===== config.mk =====
export PLATFORM = sky130hd
export DESIGN_NAME = framebuffer_reader
export DESIGN_NICKNAME = d
export VERILOG_FILES = /design/src/rtl/framebuffer_reader.sv
export SDC_FILE = /design/constraint.sdc
export NUM_CORES = 1
export LEC_CHECK = 0
export BUFFER_PORTS_ARGS = -buffer_cell sky130_fd_sc_hd__buf_2
export CAP_MARGIN = 15
export CORE_MARGIN = 1
export CORE_UTILIZATION = 47
export CTS_CLUSTER_DIAMETER = 200
export DETAILED_ROUTE_END_ITERATION = 16
export PLACE_DENSITY = 0.75
export SYNTH_ARGS = -nofsm -noshare
export SYNTH_HDL_FRONTEND = slang
export SYNTH_SLANG_ARGS = --single-unit

===== constraint.sdc =====
create_clock -name clk -period 3.3 [get_ports clk]
set_input_delay 0.33 -clock clk [delete_from_list [all_inputs] [get_ports clk]]
set_output_delay 0.33 -clock clk [all_outputs]
set_load 0.05 [all_outputs]

===== src/rtl/framebuffer_reader.sv =====
// Streams one frame of RGB565 words from RAM as 24-bit pixels through a credit-limited skid FIFO.
// Optional macro PIXEL_EXPAND_EN selects bit-replicated colour expansion instead of zero padding.
module framebuffer_reader #(
    parameter int unsigned RAM_ADDR_WIDTH = 32,
    parameter int unsigned RAM_DATA_WIDTH = 16,
    parameter int unsigned IMAGE_SIZE     = 80*48,
    parameter int unsigned READ_LATENCY   = 2
) (
    input  logic                      clk,
    input  logic                      rst,
    input  logic                      start,
    input  logic                      bufferSel,
    output logic                      busy,
    output logic [RAM_ADDR_WIDTH-1:0] ramAddr,
    output logic                      ramReadEnable,
    input  logic [RAM_DATA_WIDTH-1:0] ramData,
    output logic [23:0]               pixel,
    output logic                      pixelValid,
    input  logic                      pixelReady,
    output logic                      frameDone
);

    localparam int unsigned FIFO_DEPTH = READ_LATENCY + 1;
    localparam int unsigned PTR_W      = $clog2(FIFO_DEPTH);
    localparam int unsigned CNT_W      = $clog2(FIFO_DEPTH + 1);
    localparam int unsigned IDX_W      = $clog2(IMAGE_SIZE + 1);

    localparam logic [1:0] ST_IDLE  = 2'd0;
    localparam logic [1:0] ST_FETCH = 2'd1;
    localparam logic [1:0] ST_DRAIN = 2'd2;

    logic [1:0]                state_q, state_d;
    logic                      buf_sel_q, buf_sel_d;
    logic [IDX_W-1:0]          read_idx_q, read_idx_d;
    logic [IDX_W-1:0]          out_idx_q, out_idx_d;
    logic                      busy_q, busy_d;
    logic [RAM_ADDR_WIDTH-1:0] addr_q, addr_d;
    logic                      rd_en_q, rd_en_d;
    logic                      done_q, done_d;
    logic [READ_LATENCY-1:0]   pipe_q, pipe_d;

    logic [RAM_DATA_WIDTH-1:0] mem_q [FIFO_DEPTH];
    logic [PTR_W-1:0]          rd_ptr_q, rd_ptr_d;
    logic [PTR_W-1:0]          wr_ptr_q, wr_ptr_d;
    logic [CNT_W-1:0]          fifo_count_q, fifo_count_d;
    logic                      valid_q, valid_d;
    logic [23:0]               pixel_q, pixel_d;

    logic                      push, pop, issue, credit_ok;
    logic [CNT_W-1:0]          in_flight;
    logic [RAM_ADDR_WIDTH-1:0] base;

    function automatic logic [23:0] expand(input logic [15:0] w);
`ifdef PIXEL_EXPAND_EN
        return {w[15:11], w[15:13], w[10:5], w[10:9], w[4:0], w[4:2]};
`else
        return {w[15:11], 3'b000, w[10:5], 2'b00, w[4:0], 3'b000};
`endif
    endfunction

    function automatic logic [PTR_W-1:0] ptr_inc(input logic [PTR_W-1:0] p);
        return (p == PTR_W'(FIFO_DEPTH - 1)) ? '0 : p + 1'b1;
    endfunction

    assign push = pipe_q[READ_LATENCY-1];
    assign pop  = valid_q & pixelReady;
    assign base = buf_sel_q ? RAM_ADDR_WIDTH'(IMAGE_SIZE) : '0;

    // A pop this cycle frees a slot, so it counts toward the credit for the next read.
    always_comb begin
        in_flight = '0;
        for (int i = 0; i < int'(READ_LATENCY); i++) begin
            in_flight = in_flight + CNT_W'(pipe_q[i]);
        end
        credit_ok = (32'(fifo_count_q) - 32'(pop) + 32'(in_flight)) < FIFO_DEPTH;
    end

    always_comb begin
        state_d    = state_q;
        buf_sel_d  = buf_sel_q;
        read_idx_d = read_idx_q;
        out_idx_d  = out_idx_q;
        busy_d     = busy_q;
        addr_d     = addr_q;
        rd_en_d    = 1'b0;
        done_d     = 1'b0;
        issue      = 1'b0;
        if (pop) begin
            out_idx_d = out_idx_q + 1'b1;
        end
        case (state_q)
            ST_IDLE: begin
                if (start) begin
                    state_d    = ST_FETCH;
                    buf_sel_d  = bufferSel;
                    read_idx_d = '0;
                    out_idx_d  = '0;
                    busy_d     = 1'b1;
                end
            end
            ST_FETCH: begin
                if (credit_ok) begin
                    issue      = 1'b1;
                    rd_en_d    = 1'b1;
                    addr_d     = base + RAM_ADDR_WIDTH'(read_idx_q);
                    read_idx_d = read_idx_q + 1'b1;
                    if (read_idx_q == IDX_W'(IMAGE_SIZE - 1)) begin
                        state_d = ST_DRAIN;
                    end
                end
            end
            ST_DRAIN: begin
                if (pop && out_idx_q == IDX_W'(IMAGE_SIZE - 1)) begin
                    state_d = ST_IDLE;
                    busy_d  = 1'b0;
                    done_d  = 1'b1;
                end
            end
            default: state_d = ST_IDLE;
        endcase
        pipe_d = (pipe_q << 1) | READ_LATENCY'(issue);
    end

    // Output register tracks the post-update FIFO head, bypassing the array when it is empty.
    always_comb begin
        fifo_count_d = fifo_count_q + CNT_W'(push) - CNT_W'(pop);
        rd_ptr_d     = pop  ? ptr_inc(rd_ptr_q) : rd_ptr_q;
        wr_ptr_d     = push ? ptr_inc(wr_ptr_q) : wr_ptr_q;
        valid_d      = (fifo_count_d != '0);
        pixel_d      = pixel_q;
        if (push && fifo_count_q == CNT_W'(pop)) begin
            pixel_d = expand(ramData[15:0]);
        end else if (valid_d) begin
            pixel_d = expand(mem_q[rd_ptr_d][15:0]);
        end
    end

    always_ff @(posedge clk or posedge rst) begin
        if (rst) begin
            state_q      <= ST_IDLE;
            buf_sel_q    <= 1'b0;
            read_idx_q   <= '0;
            out_idx_q    <= '0;
            busy_q       <= 1'b0;
            addr_q       <= '0;
            rd_en_q      <= 1'b0;
            done_q       <= 1'b0;
            pipe_q       <= '0;
            rd_ptr_q     <= '0;
            wr_ptr_q     <= '0;
            fifo_count_q <= '0;
            valid_q      <= 1'b0;
            pixel_q      <= '0;
        end else begin
            state_q      <= state_d;
            buf_sel_q    <= buf_sel_d;
            read_idx_q   <= read_idx_d;
            out_idx_q    <= out_idx_d;
            busy_q       <= busy_d;
            addr_q       <= addr_d;
            rd_en_q      <= rd_en_d;
            done_q       <= done_d;
            pipe_q       <= pipe_d;
            rd_ptr_q     <= rd_ptr_d;
            wr_ptr_q     <= wr_ptr_d;
            fifo_count_q <= fifo_count_d;
            valid_q      <= valid_d;
            pixel_q      <= pixel_d;
        end
    end

    always_ff @(posedge clk or posedge rst) begin
        if (rst) begin
            for (int i = 0; i < int'(FIFO_DEPTH); i++) begin
                mem_q[i] <= '0;
            end
        end else if (push) begin
            mem_q[wr_ptr_q] <= ramData;
        end
    end

    assign busy          = busy_q;
    assign ramAddr       = addr_q;
    assign ramReadEnable = rd_en_q;
    assign pixel         = pixel_q;
    assign pixelValid    = valid_q;
    assign frameDone     = done_q;

endmodule


=== Word level (Yosys, flattened, before mapping) ===
Cells that the tools add are included.

* Bits of input ports: 21
* Output and inout port bits: 60
* Word-level logic and storage cells: 89
* Register bits after elaboration: 143

* $lt $le $gt $ge: 4
* Muxes and demuxes: 30
* Bitwise logic cells: 4
* Reductions and logical operators: 13
* Eq/ne operators: 11
* Add/subtract/negate cells: 10

{| class="wikitable"
|+ Operator list
! operator !! count
|-
| 12-bit two-way mux || 6
|-
| 48-bit bitwise mux || 1
|-
| 16-bit two-way mux || 3
|-
| 24-bit two-way mux || 2
|-
| 16-bit binary-select mux with 2-bit select || 1
|-
| 16-bit demux with 2-bit select || 1
|-
| 32-bit by 2-bit < comparator with 1-bit output (second input constant) || 1
|-
| 12-bit by 1-bit adder with 12-bit output (second input constant) || 2
|-
| 12-bit == test (second input constant) || 2
|-
| 12-bit one-hot mux with 2 select lines || 1
|-
| 2-bit two-way mux || 7
|-
| 12-bit by 12-bit adder with 13-bit output || 1
|-
| 2-bit != test (second input constant) || 4
|-
| 2-bit nonzero test || 4
|-
| 2-bit == test (second input constant) || 3
|-
| 3-bit greater-or-equal comparator (second input constant) || 2
|-
| 1-bit two-way mux || 6
|-
| 2-bit NOT with 3-bit output || 2
|-
| 2-bit one-hot mux with 3 select lines || 1
|-
| 3-bit AND reduction || 2
|-
| 2-bit by 1-bit adder with 2-bit output (second input constant) || 2
|-
| 3-bit by 3-bit adder with 4-bit output || 1
|-
| 2-bit AND reduction || 2
|-
| 4-bit AND reduction || 1
|-
| other kinds (12) || 14
|}

=== Longest topological paths before layout ===
Gate-level depths: netlist of the first run.

* Depth in word-level cells: 9
* Mapped depth: 14
* Mapped depth without buffers: 10

=== Worst setup path after synthesis of the first run ===
OpenSTA, ideal clock, no wires.

* Kind: register -> register
* Start point: register valid_q (netlist: pixelValid)
* End point: register addr_q[0] (netlist: ramAddr[0])
* Path slack: -0.184 ns
* Data arrival time: 3.359 ns
* Required time: 3.175 ns
* Stages on the path, launching flop included: 15
* Cell sequence: dfrtp_1 nand2_1 inv_2 buf_4 buf_2 ha_1 inv_1 ha_1 fa_1 nand2_1 and2_1 buf_4 nand2_4 buf_4 mux2_2

* Longest elaborated chain between the ends: 5

{| class="wikitable"
|+ RTL lines
! element !! RTL line !! source
|-
| start, declared || 46 || <nowiki>logic valid_q, valid_d;</nowiki>
|-
| start signal, assigned || 167 || <nowiki>valid_q <= valid_d;</nowiki>
|-
| 1-bit bitwise AND || 66 || <nowiki>assign pop = valid_q & pixelReady;</nowiki>
|-
| 2-bit by 1-bit subtractor with 3-bit output || 75 || <nowiki>credit_ok = (32'(fifo_count_q) - 32'(pop) + 32'(in_flight)) < FIFO_DEPTH;</nowiki>
|-
| 3-bit by 3-bit adder with 4-bit output || 75 ||
|-
| 32-bit by 2-bit < comparator with 1-bit output || 75 ||
|-
| 2-bit AND reduction (no line) || - ||
|-
| end signal, assigned || 160 || <nowiki>addr_q <= addr_d;</nowiki>
|-
| end, declared || 37 || <nowiki>logic [RAM_ADDR_WIDTH-1:0] addr_q, addr_d;</nowiki>
|}

Every way passes these cells.
A chain may end at the register's enable or synchronous reset.

=== Final worst setup path of the first run ===
* Start point: register valid_q (netlist: pixelValid)
* End point: register read_idx_q[9]

* Longest elaborated chain between the ends: 6

{| class="wikitable"
|+ RTL lines
! element !! RTL line !! source
|-
| 1-bit bitwise AND || 66 ||
|-
| 2-bit by 1-bit subtractor with 3-bit output || 75 ||
|-
| 3-bit by 3-bit adder with 4-bit output || 75 ||
|-
| 32-bit by 2-bit < comparator with 1-bit output || 75 ||
|-
| 2-bit != test (no line) || - ||
|-
| 3-bit AND reduction (no line) || - ||
|-
| end signal, assigned || 157 || <nowiki>read_idx_q <= read_idx_d;</nowiki>
|-
| end, declared || 34 || <nowiki>logic [IDX_W-1:0] read_idx_q, read_idx_d;</nowiki>
|}

Every way passes these cells.

==> results.txt, run 1 <==
The run finished with clean final reports. The setup check on the worst reg-to-reg path leaves a slack of 0.34 ns. The mean instance size in the synthesized netlist is 11.3 sq um. In this run, post-CTS hold repair placed 0 buffers. The starting density of the core is 0.488. Timing would allow up to 0.338 GHz.

The clock tree synthesis step divided the H-tree into 4 levels. Summed over all layers, the routed wires come to 13,400 um. The worst max-slew margin expressed relative to the limit came out at 0.338. The number of port buffers came out at 53.

In this run the critical register-to-register path is captured at read_idx_q[9]$_DFFE_PP0P_. The first detailed-routing pass took 4 iterations. Counting I/O delays and the setup requirement, the final critical path takes 2.96 ns.

The critical path goes through nand2_2, inv_2, ha_1, inv_1, ha_1, fa_1, or2_1, o21a_1, nor4_1, mux2_2. The tightest hold path in the finished design has a slack of 0.0293 ns. Among the stages of the critical path, the cell type that occurs most often is ha_1.

The largest incremental delay on the critical path is 0.46 ns. The repair_antennas step left the layout with diodes totalling 0. The filler cells instantiated in the layout total 1,012. Setup violations remaining at the end of the flow were counted as 0. The cell area after technology mapping is 0.00591 sq mm. The standby leakage power came out at 3.01 nW. The net switching fraction of the power came out at 0.435. The portion of total power attributed to combinational logic is 0.498.

The pre-CTS worst setup slack came out at 0.318 ns. The slack of the critical path came out at 0.342 ns. The flip-flop and latch count after synthesis came out at 115. For this run, design rule violations remaining after detail routing come to 0.

At the pin with the least slew margin, the transition time is 0.990 ns. The top-level port count came out at 81. The number of cells after detailed placement is 728.

The buffer count from post-CTS setup fixing came out at 0. Data arrives at the worst endpoint at 3.25 ns. Of all nets on the critical path, the largest fanout is 15. Dividing the detail-routed via count by the number of cells gives 5.77. The count of mapped cells out of synthesis is 525. The sequential element share of the synthesized area came out at 0.487. The routed layout has 4,377 vias.

Of the total power, registers draw 0.296. The post-DP HPWL is 8510 um. The total power consumption of the routed design came out at 8.54 mW. After clock tree synthesis, the clock-pin slew on the worst setup and hold paths is 0.05 ns. The power density relative to cell area is 1260 mW/mm^2. The area of the die came out at 0.0130 sq mm. The number of distinct library cells after synthesis came out at 63. The class of the most critical hold timing path is in2async.

The total number of clock tree sinks is 115. The worst register-to-register path has a depth of 10. The source of the worst register-to-register timing path is pixelValid$_DFF_PP0_. The share of post-route cells with drive strength above 1 is 0.276.

Row generation in the floorplan step produced 40 rows. The die outline width is 114 um. The number of non-filler instances in the completed layout came out at 759.

Setup repair after global routing left no endpoint under its margin. The number of hold violations in the final report is 0. The maximum number of pins on one net before global-route repair came out at 86.

The worst setup path is captured at a register. The setup clock skew after layout came out at 0.00496 ns. Buffers inserted during clock tree synthesis total 17. The total routing usage reported by global routing came out at 0.219. Among all stages on the critical path, the largest delay is contributed by dfrtp_2.

The type of the worst setup path is reg2reg. The number of warning messages in the yosys log came out at 0. The category of the worst setup path launch point is a register. The layout-stage area growth over the synthesis result came out at 15.0%. TritonCTS built the clock tree. The longest clock path from root to sink contains 2 buffers.

The initial DRC count is 212. The share of synthesized flip-flops with an asynchronous set or reset came out at 1.00. Once the clock tree was built, the resizer swapped 0 gates to a different size. The data required time at the worst endpoint came out at 3.60 ns. In this run the remaining antenna-violating nets after routing total 0. The region available for standard cell placement spans 0.0121 sq mm. The most common flop cell mapped by yosys is dfrtp_1. The placer congestion estimate came out at 0.830.

The maximum ir drop on the vdd rail is 0.000722 V. In this run the power spent charging and discharging nets is 3.71 mW. The max-slew violation count is 0.

The clock share of power came out at 0.206. The net count of the finished layout is 615. The global-route wire length before repair is 21,900 um. The remaining global-route overflow came out at 0. The total negative slack for setup checks is 0 ns. The share of the cycle needed by the critical path after routing came out at 0.896. The internal power consumption came out at 4.83 mW. The routed length per placed instance is 17.7 um.

The clock latency on the worst-skew pair is 0.41 ns. The number of enable flip-flop cells after synthesis came out at 0. The count of max-cap constraint violations came out at 0. The initial antenna violation count came out at 0. The buffer type at the clock tree root is clkbuf_16. The via count of the first global-routing pass is 4,310. Measured along the y axis, the die boundary spans 114 um.
cell usage in the layout, fill, tap and decap left out, drive strengths merged, types with 13 or more instances in the layout:
master	Yosys	routed
o32ai	16	16
inv	16	15
clkbuf	13	26
ha	13	13
conb	1	27
o21ai	27	27
mux2	61	61
nor2	15	15
a21oi	30	30
dfrtp	115	115
nand2	27	27
buf	41	63
nand3	23	23
per-stage QoR:
step	util	cell area, sq um
final	0.561	6800
after CTS	0.561	6800
after global placement	0.515	6230
after detailed placement	0.515	6230
after global routing	0.561	6800
after floorplan	-	6020
power groups by stage:
stage	Clock, mW	Combinational [mW]	Sequential (mW)
floorplan	0	2.81	3.04
global placement	0	4.07	2.49
detailed placement	0	4.22	2.54
CTS	1.78	4.25	2.52
global route	1.86	4.58	2.61
finish	1.76	4.25	2.53
kinds of logic after synthesis:
family	count (synthesis)	share of synthesized area
mux	66	0.125
fa+ha+maj	15	0.0343
other cells	1	0.000634
simple gates	120	0.116
compound gates	125	0.147
flops	115	0.487
buf+inv	70	0.0686
xor+xnor	13	0.0218
critical path: cells and delay by family (launching register included):
family	cells	cell delay, ns
compound gates	1	0.27
simple gates	3	0.72
flops	1	0.46
fa+ha+maj	3	0.91
buf+inv	2	0.10
mux	1	0.38
how the worst max path moves through the flow:
| stage | end | startpoint | depth (start not counted) | slack, ns |
|---|---|---|---|---|
| CTS | read_idx_q[9]$_DFFE_PP0P_ | pixelValid$_DFF_PP0_ | 10 | 0.33 |
| finish | read_idx_q[9]$_DFFE_PP0P_ | pixelValid$_DFF_PP0_ | 10 | 0.34 |
| global route | read_idx_q[9]$_DFFE_PP0P_ | pixelValid$_DFF_PP0_ | 10 | 0.19 |
| detailed placement | read_idx_q[9]$_DFFE_PP0P_ | pixelReady | 11 | 0.32 |
| global placement | read_idx_q[10]$_DFFE_PP0P_ | pixelReady | 11 | 0.46 |
| floorplan | ramAddr[0]$_DFFE_PP0P_ | pixelValid$_DFF_PP0_ | 14 | 0.02 |
state kept, by name, indices dropped and copies added, names as in the netlist, 2 cells and up:
register      flops
mem_q            48
state_q           2
ramAddr          13
wr_ptr_q          2
fifo_count_q      2
out_idx_q        12
pipe_q            2
read_idx_q       12
rd_ptr_q          2
pixel            16
metal layers:
layer	routed length, um	track usage	part of all wire	vias up
met2	6680	0.362	0.50	156
met3	826	0.0709	0.062	13
li1	-	-	-	2016
met5	0	0	0	-
met4	133	0.0745	0.0099	0
met1	5770	0.272	0.43	2192
area by class of cell:
type,instances,area [sq um],area share
Clock buffer,26,489,0.0720
Clock inverter,5,75.1,0.0110
Inverter,16,63.8,0.00939
Multi-Input combinational cell,366,2730,0.401
Sequential cell,115,2880,0.424
Tap cell,168,210,0.0309
Timing Repair Buffer,63,353,0.0519
cells in the mapped netlist, drive strengths merged, types with 2 or more instances:
master / number / area share
mux2i: 5 / 0.0085
or2: 3 / 0.0032
o211ai: 2 / 0.0025
o31ai: 4 / 0.0051
nand3b: 12 / 0.017
and3: 2 / 0.0021
nor2: 15 / 0.0095
or3: 4 / 0.0042
buf: 41 / 0.050
mux2: 61 / 0.12
xnor2: 7 / 0.010
a31oi: 7 / 0.0074
a221oi: 12 / 0.018
and2: 3 / 0.0036
a21o: 7 / 0.0089
nand3: 23 / 0.019
o21ai: 27 / 0.023
fa: 2 / 0.0068
dfrtp: 115 / 0.49
a21oi: 30 / 0.026
nor4: 4 / 0.0042
xor2: 5 / 0.0074
nand2: 27 / 0.018
o32ai: 16 / 0.024
nand2b: 3 / 0.0032
clkbuf: 13 / 0.0085
inv: 16 / 0.010
a41o: 10 / 0.017
ha: 13 / 0.028
nand4: 9 / 0.011
nand4b: 2 / 0.0030
or4: 4 / 0.0057
nor3: 4 / 0.0042
o311ai: 2 / 0.0042
Note: power is estimated with default switching activity, not from simulation.
==> run 2: changes to the inputs <==
--- a/constraint.sdc
+++ b/constraint.sdc
@@ -3,2 +3,2 @@
 set_output_delay 0.33 -clock clk [all_outputs]
-set_load 0.05 [all_outputs]
+set_load 0.01 [all_outputs]
==> run 2 against run 1 <==
  * Sequential share of layout area hardly changed
  * Sequential cell count stayed put
  * Cell count rose by 0.13%
  * First-iteration DRC count rose by 31%
  * Global-route usage increased by 0.84 points
  * Fmax decreased by 1.5%
  * Clock power fell by 5%
  * Die area unchanged
  * Via count increased by 1.6%
  * Largest power group unchanged
  * Sequential power hardly changed
==> results.txt, run 2 (same netlist as run 1, synthesis figures left out) <==
The shortest clock period the worst path allows after layout came out at 3.00 ns. At the later pin of the worst-skew pair, clock insertion delay measures 0.41 ns. The standby leakage power came out at 3.02 nW. The proportion of power drawn by flip-flops and latches is 0.321. In this run the power density over the cells is 1160 mW/mm^2. The area occupied by multi-input gates is 0.00273 sq mm. The total core area is 0.0121 sq mm. Hold repair after CTS inserted 0 buffers. The clock share of power came out at 0.213. The via count of the first global-routing pass was 4,522. The worst-margin pin slew is 1.01 ns.

The depth of the CTS H-tree came out at 4. The highest clock rate is 0.333 GHz. In the routed layout, each cell is associated on average with a via count of 5.85. The area occupied by registers is 0.00288 sq mm.

The remaining number of nets flagged by the antenna check after routing came out at 0. The cell sitting at the root of the clock tree is a clkbuf_16. The starting density of the core came out at 0.488.

The placer congestion estimate is 0.773. After the first detailed-routing iteration, the DRC count stood at 277. Relative to the synthesized area, the layout overhead comes to 15.0%. The worst setup path is launched from a register. In this run the vertical extent of the chip is 114 um. The share of post-route cells with drive strength above 1 came out at 0.280.

The count of max-cap constraint violations came out at 0. The post-DP HPWL is 8600 um. The largest incremental delay on the critical path is 0.46 ns. The worst max-slew margin expressed relative to the limit is 0.328.

The class of the most critical hold timing path is in2async. The top cell types in the final layout, fill and taps aside, are dfrtp_1 (115), mux2_2 (60), buf_2 (53). Once placement finished, the instance area stood at 0.00625 sq mm. The finished cells cover 0.00680 sq mm. Setup total negative slack on the finished layout was measured at 0 ns. The total number of clock tree sinks came out at 115. Setup repair after global routing left no endpoint under its margin. The routed length per placed instance came out at 17.8 um. The setup clock skew after layout came out at 0.00963 ns. The die outline width came out at 114 um. The total clock buffers created by CTS is 17.

The switching power came out at 3.13 mW. The number of nets in the layout is 618. The register bank with the most flops is mem_q. In this run the worst path has a maximum fanout of 15. The clock passes through at most 2 buffers.

The worst hold slack came out at 0.137 ns. The remaining global-route overflow came out at 0. The signal on the critical path passes through nand2_1, inv_2, ha_1, inv_1, ha_1, fa_1, or2_1, o21a_1, nor4_1, mux2_2.

The top-level port count is 81. The max-slew violation count came out at 0. 0 antenna diodes ended up in the layout. Of the total power, combinational logic draws 0.466.

The overall routed net length came out at 13,500 um. The area of the die came out at 0.0130 sq mm. The total routing usage reported by global routing is 0.228. The buffer count from post-CTS setup fixing is 0. The register with the most flip-flops in the layout has 48 of them. Setup violations remaining at the end of the flow were counted as 0. The final standard cell utilization of the core came out at 0.561.

The endpoint kind of the worst setup timing path is a register. The routed via count came out at 4,445. The number of detailed-route iterations in the first pass is 4. The floorplan has 40 rows.

Once the clock tree was built, the resizer swapped 0 gates to a different size. The data required time at the worst endpoint came out at 3.60 ns. The slowest stage of the critical path is the dfrtp_1 cell. Port buffering added 53 buffers.

By startpoint and endpoint, the worst setup path is classified as reg2reg. The clock-pin slew on the worst setup and hold paths came out at 0.05 ns. The internal power consumption came out at 4.76 mW.

After detailed routing, the number of remaining DRC violations is 0. TritonCTS built the clock tree. The number of hold violations in the final report is 0. The most numerous cell on the critical path is ha_1.

The fill cell instance count of the final layout is 1,017. The run finished with clean final reports. The initial antenna violation count is 0. The worst-case IR drop observed on VDD is 0.000678 V. The first global-routing pass estimated 22,700 um of wire.

The maximum number of pins on one net before global-route repair came out at 55. The share of the cycle needed by the critical path after routing is 0.910. The net switching fraction of the power is 0.396. Leaving out fill and tap cells, the most frequent cell in the layout is dfrtp_1. For the worst setup path, the data arrival time is 3.30 ns.
## run 2: changes by cell type in the layout (fill, tap and decap cells not counted)
cell       change
buf_4          +3
dfrtp_1        +1
bufinv_16      -1
nand2_2        -1
clkinv_2       +2
dfrtp_2        -1
clkbuf_1       -4
nand2_1        +1
clkbuf_8       +1
## run 2: metrics by stage
stage               power (mW)  setup slack [ns]  std cells
floorplan                 5.25            0.0736        551
detailed placement        6.18             0.304        731
finish                    7.89             0.296        760
CTS                       7.92             0.308        760
global route              8.46             0.124        760
global placement          5.96             0.432        731
## run 2: metal layers
| layer | share of wire | track usage | wire [um] |
|---|---|---|---|
| met5 | 0 | 0 | 0 |
| met4 | 0.019 | 0.113 | 255 |
| met3 | 0.045 | 0.0545 | 611 |
| met2 | 0.51 | 0.373 | 6840 |
| met1 | 0.43 | 0.283 | 5840 |
## run 2: worst paths after layout
check / depth (start not counted) / from / end / slack, ns
max: 10 / pixelValid$_DFF_PP0_ / read_idx_q[9]$_DFFE_PP0P_ / 0.30
min: 2 / rst / read_idx_q[9]$_DFFE_PP0P_ / 0.14
max reg2reg: 10 / pixelValid$_DFF_PP0_ / read_idx_q[9]$_DFFE_PP0P_ / 0.30
min reg2reg: 0 / pipe_q[0]$_DFF_PP0_ / pipe_q[1]$_DFF_PP0_ / 0.48
max in group asynchronous: 3 / rst / pixel[4]$_DFFE_PP0P_ / 2.38
min in group clk: 3 / bufferSel / buf_sel_q$_DFFE_PP0P_ / 0.15
## run 2: area by class of cell
type	instances	share of cell area
Inverter	16	0.00939
Clock buffer	23	0.0718
Sequential cell	115	0.423
Clock inverter	6	0.00810
Timing Repair Buffer	66	0.0552
Tap cell	168	0.0309
Multi-Input combinational cell	366	0.401
## run 2: power groups by stage
stage          registers, mW  clock network [mW]  logic [mW]
4_1_cts                 2.53                1.72        3.68
3_5_place_dp            2.54                   0        3.64
3_3_place_gp            2.49                   0        3.46
6_report                2.53                1.68        3.67
2_1_floorplan           2.50                   0        2.75
5_1_grt                 2.62                1.79        4.05
## run 2: worst max-delay path, delay by kind of cell, from the launching register on
kind | cells | cell delay (ns)
fa+ha+maj | 3 | 0.91
simple gates | 3 | 0.78
flops | 1 | 0.46
mux | 1 | 0.37
compound gates | 1 | 0.28
buf+inv | 2 | 0.11
==> run 3: changes to the inputs <==
- CELL_PAD_IN_SITES_DETAIL_PLACEMENT: not set -> 0
- CELL_PAD_IN_SITES_GLOBAL_PLACEMENT: not set -> 1
- CORE_UTILIZATION: 47 -> 41
- PLACE_DENSITY: 0.75 -> 0.81
==> run 3 against run 2 <==
  * Cell count is 1.8% higher
  * Utilization is 7.1 points lower
  * Combinational power hardly changed
  * Worst setup slack worse by 0.030 ns
==> results.txt, run 3 (same netlist as run 1, synthesis figures left out) <==
The worst setup path is launched from a register. The remaining number of nets flagged by the antenna check after routing is 0. The deepest clock path buffer count is 2. The top-level port count is 81. The number of cells after detailed placement came out at 742. On the worst path, the slowest cell contributes a delay of 0.47 ns.

The critical path runs through a total of 10 cells. The post-detailed-route DRC marker count is 0. Cell internal power was estimated by the tool at 4.79 mW. The global-route wire length before repair is 22,800 um.

Counting both buffers and inverters, the worst setup path holds a total of 2. The number of port buffers is 53. The class of the most critical hold timing path is in2async.

The clock share of power came out at 0.230. The slack of the worst reg-to-reg path came out at 0.27 ns. The total negative slack for setup checks is 0 ns. The library cells used most frequently in the layout, excluding fill and tap cells, are dfrtp_1 (115), mux2_2 (60), buf_2 (53). The clock latency on the worst-skew pair came out at 0.42 ns. The number of flip-flops in the largest register came out at 48.

The depth of the CTS H-tree came out at 4. The die outline width is 122 um. The proportion of power drawn by flip-flops and latches is 0.316.

The register with the most flip-flops in the final layout is mem_q. Leaving out fill and tap cells, the most frequent cell in the layout is dfrtp_1. The final standard cell utilization of the core came out at 0.490. The final count of negative-setup-slack endpoints came out at 0. In the final layout, the share of cells above drive strength 1 is 0.286. The switching power came out at 3.26 mW. The share of the cycle needed by the critical path after routing came out at 0.920. The most numerous cell on the critical path is ha_1. The final route contains 4,422 vias. The shortest clock period the worst path allows after layout came out at 3.03 ns.

Clock-pin slew was measured on the worst setup and hold paths at 0.06 ns. The buffer type at the clock tree root is clkbuf_16. The number of antenna diodes in the final layout is 0. The initial antenna violation count is 0. Once detailed placement completed, the half-perimeter wirelength came to 8890 um.

The total routing usage reported by global routing is 0.203. The depth of the worst register-to-register path came out at 10. The number of hold violations in the final report is 0. Of the total power, the share spent switching nets is 0.405. The data required time at the worst endpoint is 3.61 ns.

In this run the critical register-to-register path is launched from pixelValid$_DFF_PP0_. The slowest stage cell on the critical path is dfrtp_1. The total power consumption of the routed design is 8.05 mW. The initial DRC count is 339.

The total core area came out at 0.0140 sq mm. The number of detailed-route iterations in the first pass came out at 4. The buffer count from post-CTS setup fixing came out at 0. The number of nets in the layout came out at 617. The total clock buffers created by CTS is 17.

The critical path goes through nand2_1, inv_2, ha_1, inv_1, ha_1, fa_1, or2_1, o21a_1, nor4_1, mux2_2. The setup clock skew after layout came out at 0.00816 ns. The flow ran to the end, and the final reports show no timing, DRC or antenna violations. The highest clock rate came out at 0.330 GHz. The vertical die dimension is 122 um.

The worst setup path is of the reg2reg kind. The cell family contributing the most delay on the critical path is adder cells. The remaining global-route overflow is 0. The maximum ir drop on the vdd rail is 0.000571 V. Routability-driven placement finished with a final weighted congestion of 0.818. The power density relative to cell area is 1170 mW/mm^2. The post-detailed-route via-to-cell ratio is 5.71.

The via count of the first global-routing pass came to 4,451. The total number of clock tree sinks is 115. The standby leakage power came out at 3.02 nW. The worst register-to-register path ends at read_idx_q[9]$_DFFE_PP0P_. The share of total power dissipated in combinational logic is 0.455.

Along the worst path, the maximum fanout reaches 15. The count of max-cap constraint violations came out at 0. In this run the worst setup path terminates at read_idx_q[9]$_DFFE_PP0P_. The routed length per placed instance came out at 18.0 um.

Hold repair after CTS inserted 0 buffers. The overall routed net length came out at 13,900 um. The layout-stage area growth over the synthesis result is 16.0%.

After the flow finishes, the layout carries non-filler instances totaling 774. The maximum number of pins on one net before global-route repair came out at 45. The count of standard-cell rows came out at 43. The floorplan step defined a die boundary enclosing 0.0149 sq mm. The max-slew violation count came out at 0. The launch point of the critical path is pixelValid$_DFF_PP0_. Setup repair after global routing left no endpoint under its margin. The initial utilization of the core area, before any placement, comes to 0.423. The worst setup path is captured at a register. The number of gates resized after CTS was 0. At the worst endpoint, the arrival time is 3.34 ns. TritonCTS built the clock tree. The worst-margin pin slew is 0.910 ns.

The worst max-slew margin expressed relative to the limit came out at 0.392.
-- run 3: worst min-delay path by stage --
stage / start / depth (start not counted) / slack [ns] / to
after global routing: rst / 2 / 0.16 / pixel[21]$_DFFE_PP0P_
after CTS: rst / 2 / 0.11 / wr_ptr_q[0]$_DFFE_PP0P_
after global placement: pipe_q[0]$_DFF_PP0_ / 0 / 0.45 / pipe_q[1]$_DFF_PP0_
final: rst / 2 / 0.1 / pipe_q[0]$_DFF_PP0_
after floorplan: pipe_q[0]$_DFF_PP0_ / 0 / 0.44 / pipe_q[1]$_DFF_PP0_
after detailed placement: pipe_q[0]$_DFF_PP0_ / 0 / 0.44 / pipe_q[1]$_DFF_PP0_
-- run 3: stage by stage --
stage | cell area [sq um] | hold slack (ns) | setup WS [ns]
5_1_grt | 6860 | 0.157 | 0.0961
3_5_place_dp | 6260 | 0.445 | 0.311
6_report | 6860 | 0.0962 | 0.266
2_1_floorplan | 6010 | 0.440 | 0.0736
3_3_place_gp | 6260 | 0.447 | 0.397
4_1_cts | 6860 | 0.113 | 0.293
-- run 3: worst reg2reg max path: cells and delay by family, from the launching register on --
family          cells  cell delay, ns
flops               1            0.47
simple gates        3            0.77
fa+ha+maj           3            0.92
compound gates      1            0.28
mux                 1            0.37
buf+inv             2            0.10
-- run 3: power groups by stage --
| stage | clock [mW] | combinational, mW | sequential [mW] |
|---|---|---|---|
| CTS | 1.89 | 3.68 | 2.53 |
| floorplan | 0 | 2.75 | 2.50 |
| detailed placement | 0 | 3.64 | 2.55 |
| finish | 1.85 | 3.66 | 2.54 |
| global placement | 0 | 3.51 | 2.51 |
| global route | 1.95 | 4.02 | 2.63 |
-- run 3: final cells by class --
cell class | instances | area, sq um
clock buffer | 17 | 425
clock inverter | 15 | 171
fill | 1265 | 7130
inverter | 16 | 63.8
multi-input combinational | 366 | 2730
sequential | 115 | 2880
tap | 180 | 225
timing repair buffer | 65 | 368
-- run 3: metal layers --
layer  wire [um]  GRT usage  part of all wire
met1        6040      0.254              0.43
met2        6980      0.332              0.50
met5           0          0                 0
met3         655     0.0501             0.047
met4         218     0.0892             0.016
